`config.mk`:
```
export PLATFORM = sky130hd
export DESIGN_NAME = universal_shift_engine_flat
export DESIGN_NICKNAME = d
export VERILOG_FILES = /design/src/rtl/shreg_pkg.sv /design/src/rtl/universal_shift_engine_if.sv /design/src/rtl/shreg_step_unit.sv /design/src/rtl/universal_shift_engine.sv /design/src/flat_wrapper.sv
export SDC_FILE = /design/constraint.sdc
export NUM_CORES = 1
export LEC_CHECK = 0
export CELL_PAD_IN_SITES_DETAIL_PLACEMENT = 2
export CELL_PAD_IN_SITES_GLOBAL_PLACEMENT = 2
export CORE_AREA = 2 2 64 66
export DETAILED_ROUTE_END_ITERATION = 7
export DIE_AREA = 0 0 66 68
export PLACE_DENSITY = 0.83
export SLEW_MARGIN = 30
export SYNTH_ARGS = -nofsm -noshare
export SYNTH_HDL_FRONTEND = slang
export SYNTH_SLANG_ARGS = --single-unit
export TNS_END_PERCENT = 1
```
`constraint.sdc`:
```
create_clock -name i_clk -period 1.9 [get_ports i_clk]
set_input_delay 0.285 -clock i_clk [delete_from_list [all_inputs] [get_ports i_clk]]
set_output_delay 0.285 -clock i_clk [all_outputs]
set_load 0.02 [all_outputs]
```
`src/rtl/shreg_pkg.sv`:
```
`default_nettype none
// ============================================================================
//  Module   : shreg_pkg
//  Purpose  : Shared types for the universal shift engine: the command opcode
//             encoding and the engine FSM state encoding.
//  Ports    : none (package)
//  Revision : 1.0  initial release
// ============================================================================
package shreg_pkg;

    typedef enum logic [2:0] {
        OP_LOAD  = 3'b000,
        OP_SLL   = 3'b001,
        OP_SRL   = 3'b010,
        OP_SRA   = 3'b011,
        OP_ROL   = 3'b100,
        OP_ROR   = 3'b101,
        OP_CLEAR = 3'b110,
        OP_NOP   = 3'b111
    } shreg_op_e;

    typedef enum logic [1:0] {
        IDLE = 2'd0,
        RUN  = 2'd1,
        DONE = 2'd2
    } shreg_state_e;

endpackage : shreg_pkg
`default_nettype wire

```
`src/rtl/universal_shift_engine_if.sv`:
```
`default_nettype none
// ============================================================================
//  Module   : universal_shift_engine_if
//  Purpose  : Command handshake, data and status bundle of the shift engine.
//  Ports    : master = command source (drives i_*, observes o_*)
//             slave  = engine side (observes i_*, drives o_*)
//             i_cmd_valid/o_cmd_ready handshake, i_cmd_op, i_cmd_amt,
//             i_load, i_sin, i_abort, o_q, o_sout, o_busy, o_done, o_parity
//  Revision : 1.0  initial release
// ============================================================================
interface universal_shift_engine_if #(
    parameter int WIDTH   = 4,
    parameter int MAX_AMT = WIDTH
) ();
    localparam int AMT_W = $clog2(MAX_AMT + 1);

    logic                  i_cmd_valid;
    logic                  o_cmd_ready;
    shreg_pkg::shreg_op_e  i_cmd_op;
    logic [AMT_W-1:0]      i_cmd_amt;
    logic [WIDTH-1:0]      i_load;
    logic                  i_sin;
    logic                  i_abort;
    logic [WIDTH-1:0]      o_q;
    logic                  o_sout;
    logic                  o_busy;
    logic                  o_done;
    logic                  o_parity;

    modport master (
        output i_cmd_valid, i_cmd_op, i_cmd_amt, i_load, i_sin, i_abort,
        input  o_cmd_ready, o_q, o_sout, o_busy, o_done, o_parity
    );

    modport slave (
        input  i_cmd_valid, i_cmd_op, i_cmd_amt, i_load, i_sin, i_abort,
        output o_cmd_ready, o_q, o_sout, o_busy, o_done, o_parity
    );
endinterface : universal_shift_engine_if
`default_nettype wire

```
`src/rtl/shreg_step_unit.sv`:
```
`default_nettype none
// ============================================================================
//  Module   : shreg_step_unit
//  Purpose  : Combinational single-bit shift/rotate step.
//  Ports    : i_op      operation (only SLL/SRL/SRA/ROL/ROR move data)
//             i_q       current register value
//             i_sin     serial fill bit for SLL/SRL
//             o_q_next  register value after one step
//             o_sout    bit ejected by the step (0 for non-shift ops)
//  Revision : 1.0  initial release
// ============================================================================
module shreg_step_unit
    import shreg_pkg::*;
#(
    parameter int WIDTH = 4
) (
    input  shreg_op_e         i_op,
    input  logic [WIDTH-1:0]  i_q,
    input  logic              i_sin,
    output logic [WIDTH-1:0]  o_q_next,
    output logic              o_sout
);

    always_comb begin
        o_q_next = i_q;
        o_sout   = 1'b0;
        case (i_op)
            OP_SLL: begin
                o_q_next = {i_q[WIDTH-2:0], i_sin};
                o_sout   = i_q[WIDTH-1];
            end
            OP_SRL: begin
                o_q_next = {i_sin, i_q[WIDTH-1:1]};
                o_sout   = i_q[0];
            end
            OP_SRA: begin
                // sign bit is replicated, so the MSB keeps its old value
                o_q_next = {i_q[WIDTH-1], i_q[WIDTH-1:1]};
                o_sout   = i_q[0];
            end
            OP_ROL: begin
                o_q_next = {i_q[WIDTH-2:0], i_q[WIDTH-1]};
                o_sout   = i_q[WIDTH-1];
            end
            OP_ROR: begin
                o_q_next = {i_q[0], i_q[WIDTH-1:1]};
                o_sout   = i_q[0];
            end
            default: begin
                o_q_next = i_q;
                o_sout   = 1'b0;
            end
        endcase
    end

endmodule : shreg_step_unit
`default_nettype wire

```
`src/rtl/universal_shift_engine.sv`:
```
`default_nettype none
// ============================================================================
//  Module   : universal_shift_engine
//  Purpose  : Multi-step shift/rotate engine, one bit per clock, with parallel
//             load, clear, serial in/out, arithmetic shift and abort.
//             Commands arrive on a valid/ready handshake; o_done pulses for
//             one cycle on completion.
//  Ports    : i_clk  clock (rising edge)
//             i_rst  asynchronous reset, active-high
//             bus    universal_shift_engine_if.slave (command + status bundle)
//  Config   : SHREG_PARITY_EN - when defined, o_parity = ^o_q;
//             otherwise o_parity is tied to 0.
//  Revision : 1.0  initial release
// ============================================================================
module universal_shift_engine
    import shreg_pkg::*;
#(
    parameter int WIDTH   = 4,
    parameter int MAX_AMT = WIDTH
) (
    input  wire logic                 i_clk,
    input  wire logic                 i_rst,
    universal_shift_engine_if.slave   bus
);

    localparam int AMT_W = $clog2(MAX_AMT + 1);
    localparam logic [AMT_W-1:0] c_max_amt = AMT_W'(MAX_AMT);
    localparam logic [AMT_W-1:0] c_one_amt = AMT_W'(1);

    shreg_state_e      state_q, state_d;
    shreg_op_e         op_q,    op_d;
    logic [AMT_W-1:0]  cnt_q,   cnt_d;
    logic [WIDTH-1:0]  q_q,     q_d;
    logic              sout_q,  sout_d;

    logic [AMT_W-1:0]  w_amt_sat;
    logic [WIDTH-1:0]  w_step_q;
    logic              w_step_sout;

    // Oversized step counts are clamped rather than wrapped.
    assign w_amt_sat = (bus.i_cmd_amt > c_max_amt) ? c_max_amt : bus.i_cmd_amt;

    shreg_step_unit #(
        .WIDTH    (WIDTH)
    ) u_step (
        .i_op     (op_q),
        .i_q      (q_q),
        .i_sin    (bus.i_sin),
        .o_q_next (w_step_q),
        .o_sout   (w_step_sout)
    );

    always_comb begin
        state_d = state_q;
        op_d    = op_q;
        cnt_d   = cnt_q;
        q_d     = q_q;
        sout_d  = sout_q;
        case (state_q)
            IDLE: begin
                if (bus.i_cmd_valid) begin
                    // one-shot commands finish at the accept edge
                    state_d = DONE;
                    case (bus.i_cmd_op)
                        OP_LOAD:  q_d = bus.i_load;
                        OP_CLEAR: q_d = '0;
                        OP_SLL, OP_SRL, OP_SRA, OP_ROL, OP_ROR: begin
                            if (w_amt_sat != '0) begin
                                op_d    = bus.i_cmd_op;
                                cnt_d   = w_amt_sat;
                                state_d = RUN;
                            end
                        end
                        default: ;
                    endcase
                end
            end
            RUN: begin
                if (bus.i_abort) begin
                    // partial result in q/sout is kept deliberately
                    state_d = IDLE;
                end else begin
                    q_d    = w_step_q;
                    sout_d = w_step_sout;
                    cnt_d  = cnt_q - c_one_amt;
                    if (cnt_q == c_one_amt) begin
                        state_d = DONE;
                    end
                end
            end
            DONE:    state_d = IDLE;
            default: state_d = IDLE;
        endcase
    end

    always_ff @(posedge i_clk or posedge i_rst) begin
        if (i_rst) begin
            state_q <= IDLE;
            op_q    <= OP_NOP;
            cnt_q   <= '0;
            q_q     <= '0;
            sout_q  <= 1'b0;
        end else begin
            state_q <= state_d;
            op_q    <= op_d;
            cnt_q   <= cnt_d;
            q_q     <= q_d;
            sout_q  <= sout_d;
        end
    end

    // Ready is withheld while reset is asserted so no command is seen as taken.
    assign bus.o_cmd_ready = (state_q == IDLE) && !i_rst;
    assign bus.o_busy      = (state_q == RUN);
    assign bus.o_done      = (state_q == DONE);
    assign bus.o_q         = q_q;
    assign bus.o_sout      = sout_q;

`ifdef SHREG_PARITY_EN
    assign bus.o_parity = ^q_q;
`else
    assign bus.o_parity = 1'b0;
`endif

endmodule : universal_shift_engine
`default_nettype wire

```
`src/flat_wrapper.sv`:
```
// flat-port wrapper written by rule: the top's interface ports become plain ports
module universal_shift_engine_flat import shreg_pkg::*;
#(
    parameter int WIDTH   = 4,
    parameter int MAX_AMT = WIDTH
)
  (i_clk, i_rst, bus_i_cmd_valid, bus_i_cmd_op, bus_i_cmd_amt, bus_i_load, bus_i_sin, bus_i_abort, bus_o_cmd_ready, bus_o_q, bus_o_sout, bus_o_busy, bus_o_done, bus_o_parity);
  universal_shift_engine_if #(.WIDTH(WIDTH), .MAX_AMT(MAX_AMT)) bus_i ();
  input  wire logic i_clk;
  input  wire logic i_rst;
  input wire logic [$bits(bus_i.i_cmd_valid)-1:0] bus_i_cmd_valid;
  input wire logic [$bits(bus_i.i_cmd_op)-1:0] bus_i_cmd_op;
  input wire logic [$bits(bus_i.i_cmd_amt)-1:0] bus_i_cmd_amt;
  input wire logic [$bits(bus_i.i_load)-1:0] bus_i_load;
  input wire logic [$bits(bus_i.i_sin)-1:0] bus_i_sin;
  input wire logic [$bits(bus_i.i_abort)-1:0] bus_i_abort;
  output wire logic [$bits(bus_i.o_cmd_ready)-1:0] bus_o_cmd_ready;
  output wire logic [$bits(bus_i.o_q)-1:0] bus_o_q;
  output wire logic [$bits(bus_i.o_sout)-1:0] bus_o_sout;
  output wire logic [$bits(bus_i.o_busy)-1:0] bus_o_busy;
  output wire logic [$bits(bus_i.o_done)-1:0] bus_o_done;
  output wire logic [$bits(bus_i.o_parity)-1:0] bus_o_parity;
  assign bus_i.i_cmd_valid = bus_i_cmd_valid;
  assign bus_i.i_cmd_op = bus_i_cmd_op;
  assign bus_i.i_cmd_amt = bus_i_cmd_amt;
  assign bus_i.i_load = bus_i_load;
  assign bus_i.i_sin = bus_i_sin;
  assign bus_i.i_abort = bus_i_abort;
  assign bus_o_cmd_ready = bus_i.o_cmd_ready;
  assign bus_o_q = bus_i.o_q;
  assign bus_o_sout = bus_i.o_sout;
  assign bus_o_busy = bus_i.o_busy;
  assign bus_o_done = bus_i.o_done;
  assign bus_o_parity = bus_i.o_parity;
  universal_shift_engine #(.WIDTH(WIDTH), .MAX_AMT(MAX_AMT)) u_core (.i_clk(i_clk), .i_rst(i_rst), .bus(bus_i));
endmodule
```
After elaboration in Yosys (flattened, before gate mapping)
Index checks and enable logic that the tools add are counted.
{ "op_classes": {"magnitude_cmp": 1, "eq_ne": 23, "bitwise_logic": 1, "n_reduce_logical": 15, "n_addsub": 1, "n_mux": 18} }
{ "ops": {"columns": ["operator", "count"], "rows": [
  ["4-bit one-hot mux with 5 select lines", 1],
  ["4-bit one-hot mux with 2 select lines", 2],
  ["3-bit == test (second input constant)", 5],
  ["3-bit two-way mux", 5],
  ["3-bit by 2-bit == test with 1-bit output (second input constant)", 4],
  ["2-bit two-way mux", 5],
  ["5-bit AND reduction", 2],
  ["3-bit by 1-bit == test with 1-bit output (second input constant)", 3],
  ["4-bit two-way mux", 2],
  ["2-bit != test (second input constant)", 4],
  ["6-bit by 1-bit != test with 1-bit output (second input constant)", 1],
  ["3-bit one-hot mux with 2 select lines", 1],
  ["6-bit AND reduction", 1],
  ["5-bit by 1-bit != test with 1-bit output (second input constant)", 1],
  ["5-bit OR reduction", 1],
  ["2-bit one-hot mux with 2 select lines", 1],
  ["2-bit AND reduction", 2],
  ["4-bit AND reduction", 1],
  ["3-bit > comparator (second input constant)", 1],
  ["3-bit logical NOT", 1],
  ["3-bit by 2-bit != test with 1-bit output (second input constant)", 1],
  ["3-bit != test (second input constant)", 1],
  ["3-bit nonzero test", 1],
  ["3-bit OR reduction", 1],
  ["11 further kinds", 11]
]} }
{ "totals": {"regBits": 13, "out_inout_bits": 9, "input_bits": 15} }

Depth between registers and ports, before layout
{ "depth": {"depth_word": 7, "ltp_mapped": 7} }

By module
A second synthesis with hierarchy kept.
{ "hier_totals": {"hier_cells": 100, "area_unflattened_um2": 1042.2} }
{ "modules_own_cells": {"columns": ["module", "area_per_inst_um2", "n_inst", "cells_each"], "rows": [
  ["universal_shift_engine", 797.0, 1, 69],
  ["shreg_step_unit", 245.2, 1, 31]
]} }

Least setup slack after synthesis
Ideal clock, no wire load.
{ "synth_path": {"path_kind": "flip-flop to flip-flop", "start": "register u_core.op_q[1]", "end": "register u_core.q_q[0], in the netlist u_core.bus.o_q[0]", "period_less_slack_ps": 1917, "required_ps": 1775, "setup_time_ps": 125, "path_stages_with_launch": 7, "setup_slack_ps": -17, "arrival_ps": 1792, "path_cell_list": "dfstp_2 buf_2 inv_1 ha_1 o311a_4 a211oi_4 mux2_2"} }
{ "synth_via": {"elab_chain_len": 4, "elab_cells_between_ends": 10, "classes_between": "6 x eq/ne; 3 x mux; 1 x reduce/logical"} }
{ "synth_rtl": {"columns": ["item", "line_no", "text"], "rows": [
  ["from (decl)", "universal_shift_engine.sv:31", "shreg_op_e op_q, op_d;"],
  ["from (signal assigned)", "universal_shift_engine.sv:105", "op_q <= op_d;"],
  ["3-bit == test, or another cell as far along", "shreg_step_unit.sv:27", "case (i_op)"],
  ["4-bit one-hot mux with 5 select lines", "shreg_step_unit.sv:27", null],
  ["4-bit two-way mux", "universal_shift_engine.sv:79", "if (bus.i_abort) begin"],
  ["4-bit one-hot mux with 2 select lines", "universal_shift_engine.sv:59", "case (state_q)"],
  ["to (signal assigned)", "universal_shift_engine.sv:107", "q_q <= q_d;"],
  ["to (decl)", "universal_shift_engine.sv:33", "logic [WIDTH-1:0] q_q, q_d;"]
]} }
Parallel ways exist; a longest one is shown, timed or not. The select of a mux whose other input is x is not followed.
A chain may end at the register's enable or synchronous reset.

Final worst setup path
{ "layout_path": {"start": "register u_core.op_q[2]", "end": "register u_core.q_q[3], in the netlist u_core.bus.o_q[3]"} }
The elaborated chain is that of the path after synthesis.

==> reports/results.txt <==
CP bufs+invs: 1
Number of diodes: 0
Routed wire length: 3100 um
Worst Skew: 0.00337 ns
Vias in the first global route: 1,008
Num CTS Buffers: 3
PortBufs: 22
Final instance area: 0.00136 sq mm
CP peak stage delay: 0.65 ns
Leak: 0.566 nW
Worst-Margin Slew: 0.555 ns
DIE AREA: 0.00449 sq mm
Area grow syn2layout: 36.8%
Mapped Area: 996 sq um
Placement Rows: 23
First-pass GRT wire length: 5110 um
Setup Total Neg Slack: 0 ns
Crit path launch type: flip-flop
Sequential area share after synthesis: 0.330
Final critical-path share of the clock period: 0.954
Synthesis-stage register bit count: 13
Starting Density: 0.258
Placed cells: 176
Max Clk Rate: 0.552 GHz
Dpl cell area: 0.00131 sq mm
Vias: 905
Reg-to-reg setup timing slack: 0.09 ns
Critical path peak fanout: 11
Crit path kind: flip-flop to flip-flop
CP endpoint kind: flip-flop
Final ANT Viol Nets: 0
Die W: 66 um
Peak supply drop: 0.373 mV
DRC Markers: 0
Max-Cap Viols: 0
DP HPWL: 2500 um
Status: finished, final reports clean
Die Ht: 68 um
CP max stage cell: dfstp_2
Final setup vio count: 0
Pin count of the biggest net entering global routing: 14
Syn_nets: 120
Max-slew headroom: 0.630
Power density over the cells: 1350 mW/mm^2
Unrepaired setup endpoints after global routing: no
Root Buffer: clkbuf_8
Placer Congestion: 0.765
Mapped Avg Cell Area: 9.76 sq um
Slew Viols, Final: 0
Tot GR Track Use: 0.152
Ports: 24
Worst path cell trace: ha_4 > inv_1 > a221o_1 > a21oi_2 > mux2_2
Clock buffer depth: 2
Worst reg2reg endpoint: u_core.bus.o_q[3]
Congestion Overflow GR: 0
Family with the most delay on the worst path: flip-flops
RR Startpoint: u_core.op_q[2]
Vias/cell: 5.03
Post-CTS Setup Inserts: 0
Final #Nets: 149
Mapped Cells: 102
Hold Slack: 0.414 ns
Hold Vio Cnt, Final: 0
Area share of the largest cell type after synthesis: 0.251
Clock transition at path regs: 0.06 ns
Post-synth cell types: 43
Final setup margin: 0.0879 ns
Yosys top cell by area: dfrtp_1
Clock sinks: 13
CTS tree: done
Post-route minimum period: 1.81 ns
Placement Setup Slack: -0.0889 ns
Hold Crit Class: input port to async pin
Htree depth: 1
Share of cells above drive strength 1: 0.277
Top post-synthesis cells by area: dfrtp_1 25%, dfstp_2 7.9%, mux2_2 7.9%, a21oi_1 4.5%, ha_1 3.8%
Clock latency at the later pin of the worst-skew pair: 0.25 ns
DRT Pass-1 Iters: 3
Initial antenna violation count: 0
Yosys Warn Count: 0
Reg2Reg Depth: 5
WL per Instance: 17.2 um
Synth Flop Type: dfrtp_1
Number of synthesized flops with an enable pin: 0
Iteration-0 DRC count of the detailed router: 22
Ys async rst share: 1.00
Critical Path RT: 2.03 ns
Layout Cells excl Fill: 180
Core area: 0.00386 sq mm
Worst EP arrival: 1.94 ns
[metal layers]
layer  wire length [um]  track usage  up-vias
met5                  0            0        -
met4                 45       0.0561        0
met3                 85       0.0181        6
met2               1650        0.289       20
met1               1320        0.174      451
li1                   -            -      428
[layout by cell type (no fill, tap or decap), types with 3 or more instances in the layout]
| cell type | n |
|---|---|
| nand2b_1 | 3 |
| nand3_1 | 4 |
| clkdlybuf4s50_1 | 21 |
| inv_1 | 7 |
| o21ai_0 | 5 |
| buf_4 | 8 |
| clkbuf_8 | 3 |
| a31oi_1 | 3 |
| dfstp_2 | 3 |
| mux2_2 | 7 |
| nor2_1 | 3 |
| dfrtp_1 | 9 |
| a21oi_1 | 8 |
| o211ai_1 | 5 |
[how the worst max path moves through the flow]
stage                                 start           endpoint  slack (ns)  depth (start not counted)
after floorplan              u_core.op_q[1]  u_core.bus.o_q[0]        0.07                          6
after global placement      bus_i_cmd_op[1]  u_core.bus.o_q[1]       -0.01                          5
after detailed placement    bus_i_cmd_op[1]  u_core.bus.o_q[0]       -0.09                          5
after CTS                 u_core.state_q[0]    bus_o_cmd_ready        0.01                          2
after global routing         u_core.op_q[2]  u_core.bus.o_q[3]       0.008                          5
final                        u_core.op_q[2]  u_core.bus.o_q[3]        0.09                          5
[timing repair]
action,4_1_cts,5_1_grt
resized for setup,0,3
hold buffers,0,0
setup endpoints to repair,0,3
[where the power goes]
part	internal, mW	leakage, nW	switching, mW
logic	0.496	0.391	0.497
registers	0.420	0.152	0.178
clock network	0.148	0.0228	0.108
[kinds of logic (layout without fill, tap and decap cells)]
family / after synthesis / count (layout) / synth area share
buffers and inverters: 15 / 43 / 0.0754
AOI/OAI and AO/OA: 32 / 32 / 0.236
muxes: 10 / 10 / 0.111
xor gates and xnor gates: 1 / 1 / 0.00880
other: 1 / 1 / 0.00377
and+or+nand+nor: 27 / 27 / 0.197
adders and majority gates: 3 / 3 / 0.0377
DFF: 13 / 13 / 0.330
[state kept, by name, summed over array words and instances (netlist names)]
| name | flops |
|---|---|
| u_core.cnt_q | 3 |
| u_core.state_q | 2 |
| u_core.bus.o_sout | 1 |
| u_core.op_q | 3 |
| u_core.bus.o_q | 4 |
[cells in the mapped netlist (2+ instances only)]
cell type,instances
nand2b_1,3
o211ai_1,5
dfstp_2,3
nand3b_1,2
nand3_1,4
nor3b_1,2
inv_1,7
nor2_1,3
mux2_2,7
buf_2,3
a21oi_1,9
buf_4,2
o21ai_0,5
a31oi_1,3
inv_2,2
ha_1,3
dfrtp_1,10
a2bb2oi_1,2
or3_1,2
mux2i_1,2
[per-stage QoR]
stage / utilization / total power [mW]
CTS: 0.351 / 1.87
global placement: 0.340 / 1.52
floorplan: - / 1.21
detailed placement: 0.340 / 1.60
finish: 0.353 / 1.85
global route: 0.353 / 2.00
[layout make-up]
cell class | instances | area [sq um]
repair buffers | 30 | 283
multi-input cells | 74 | 608
flip-flops and latches | 13 | 330
clock buffers | 4 | 45.0
well taps | 50 | 62.6
fillers | 450 | 2490
inverters | 9 | 33.8
No activity file was read; power rests on OpenSTA's default activity.
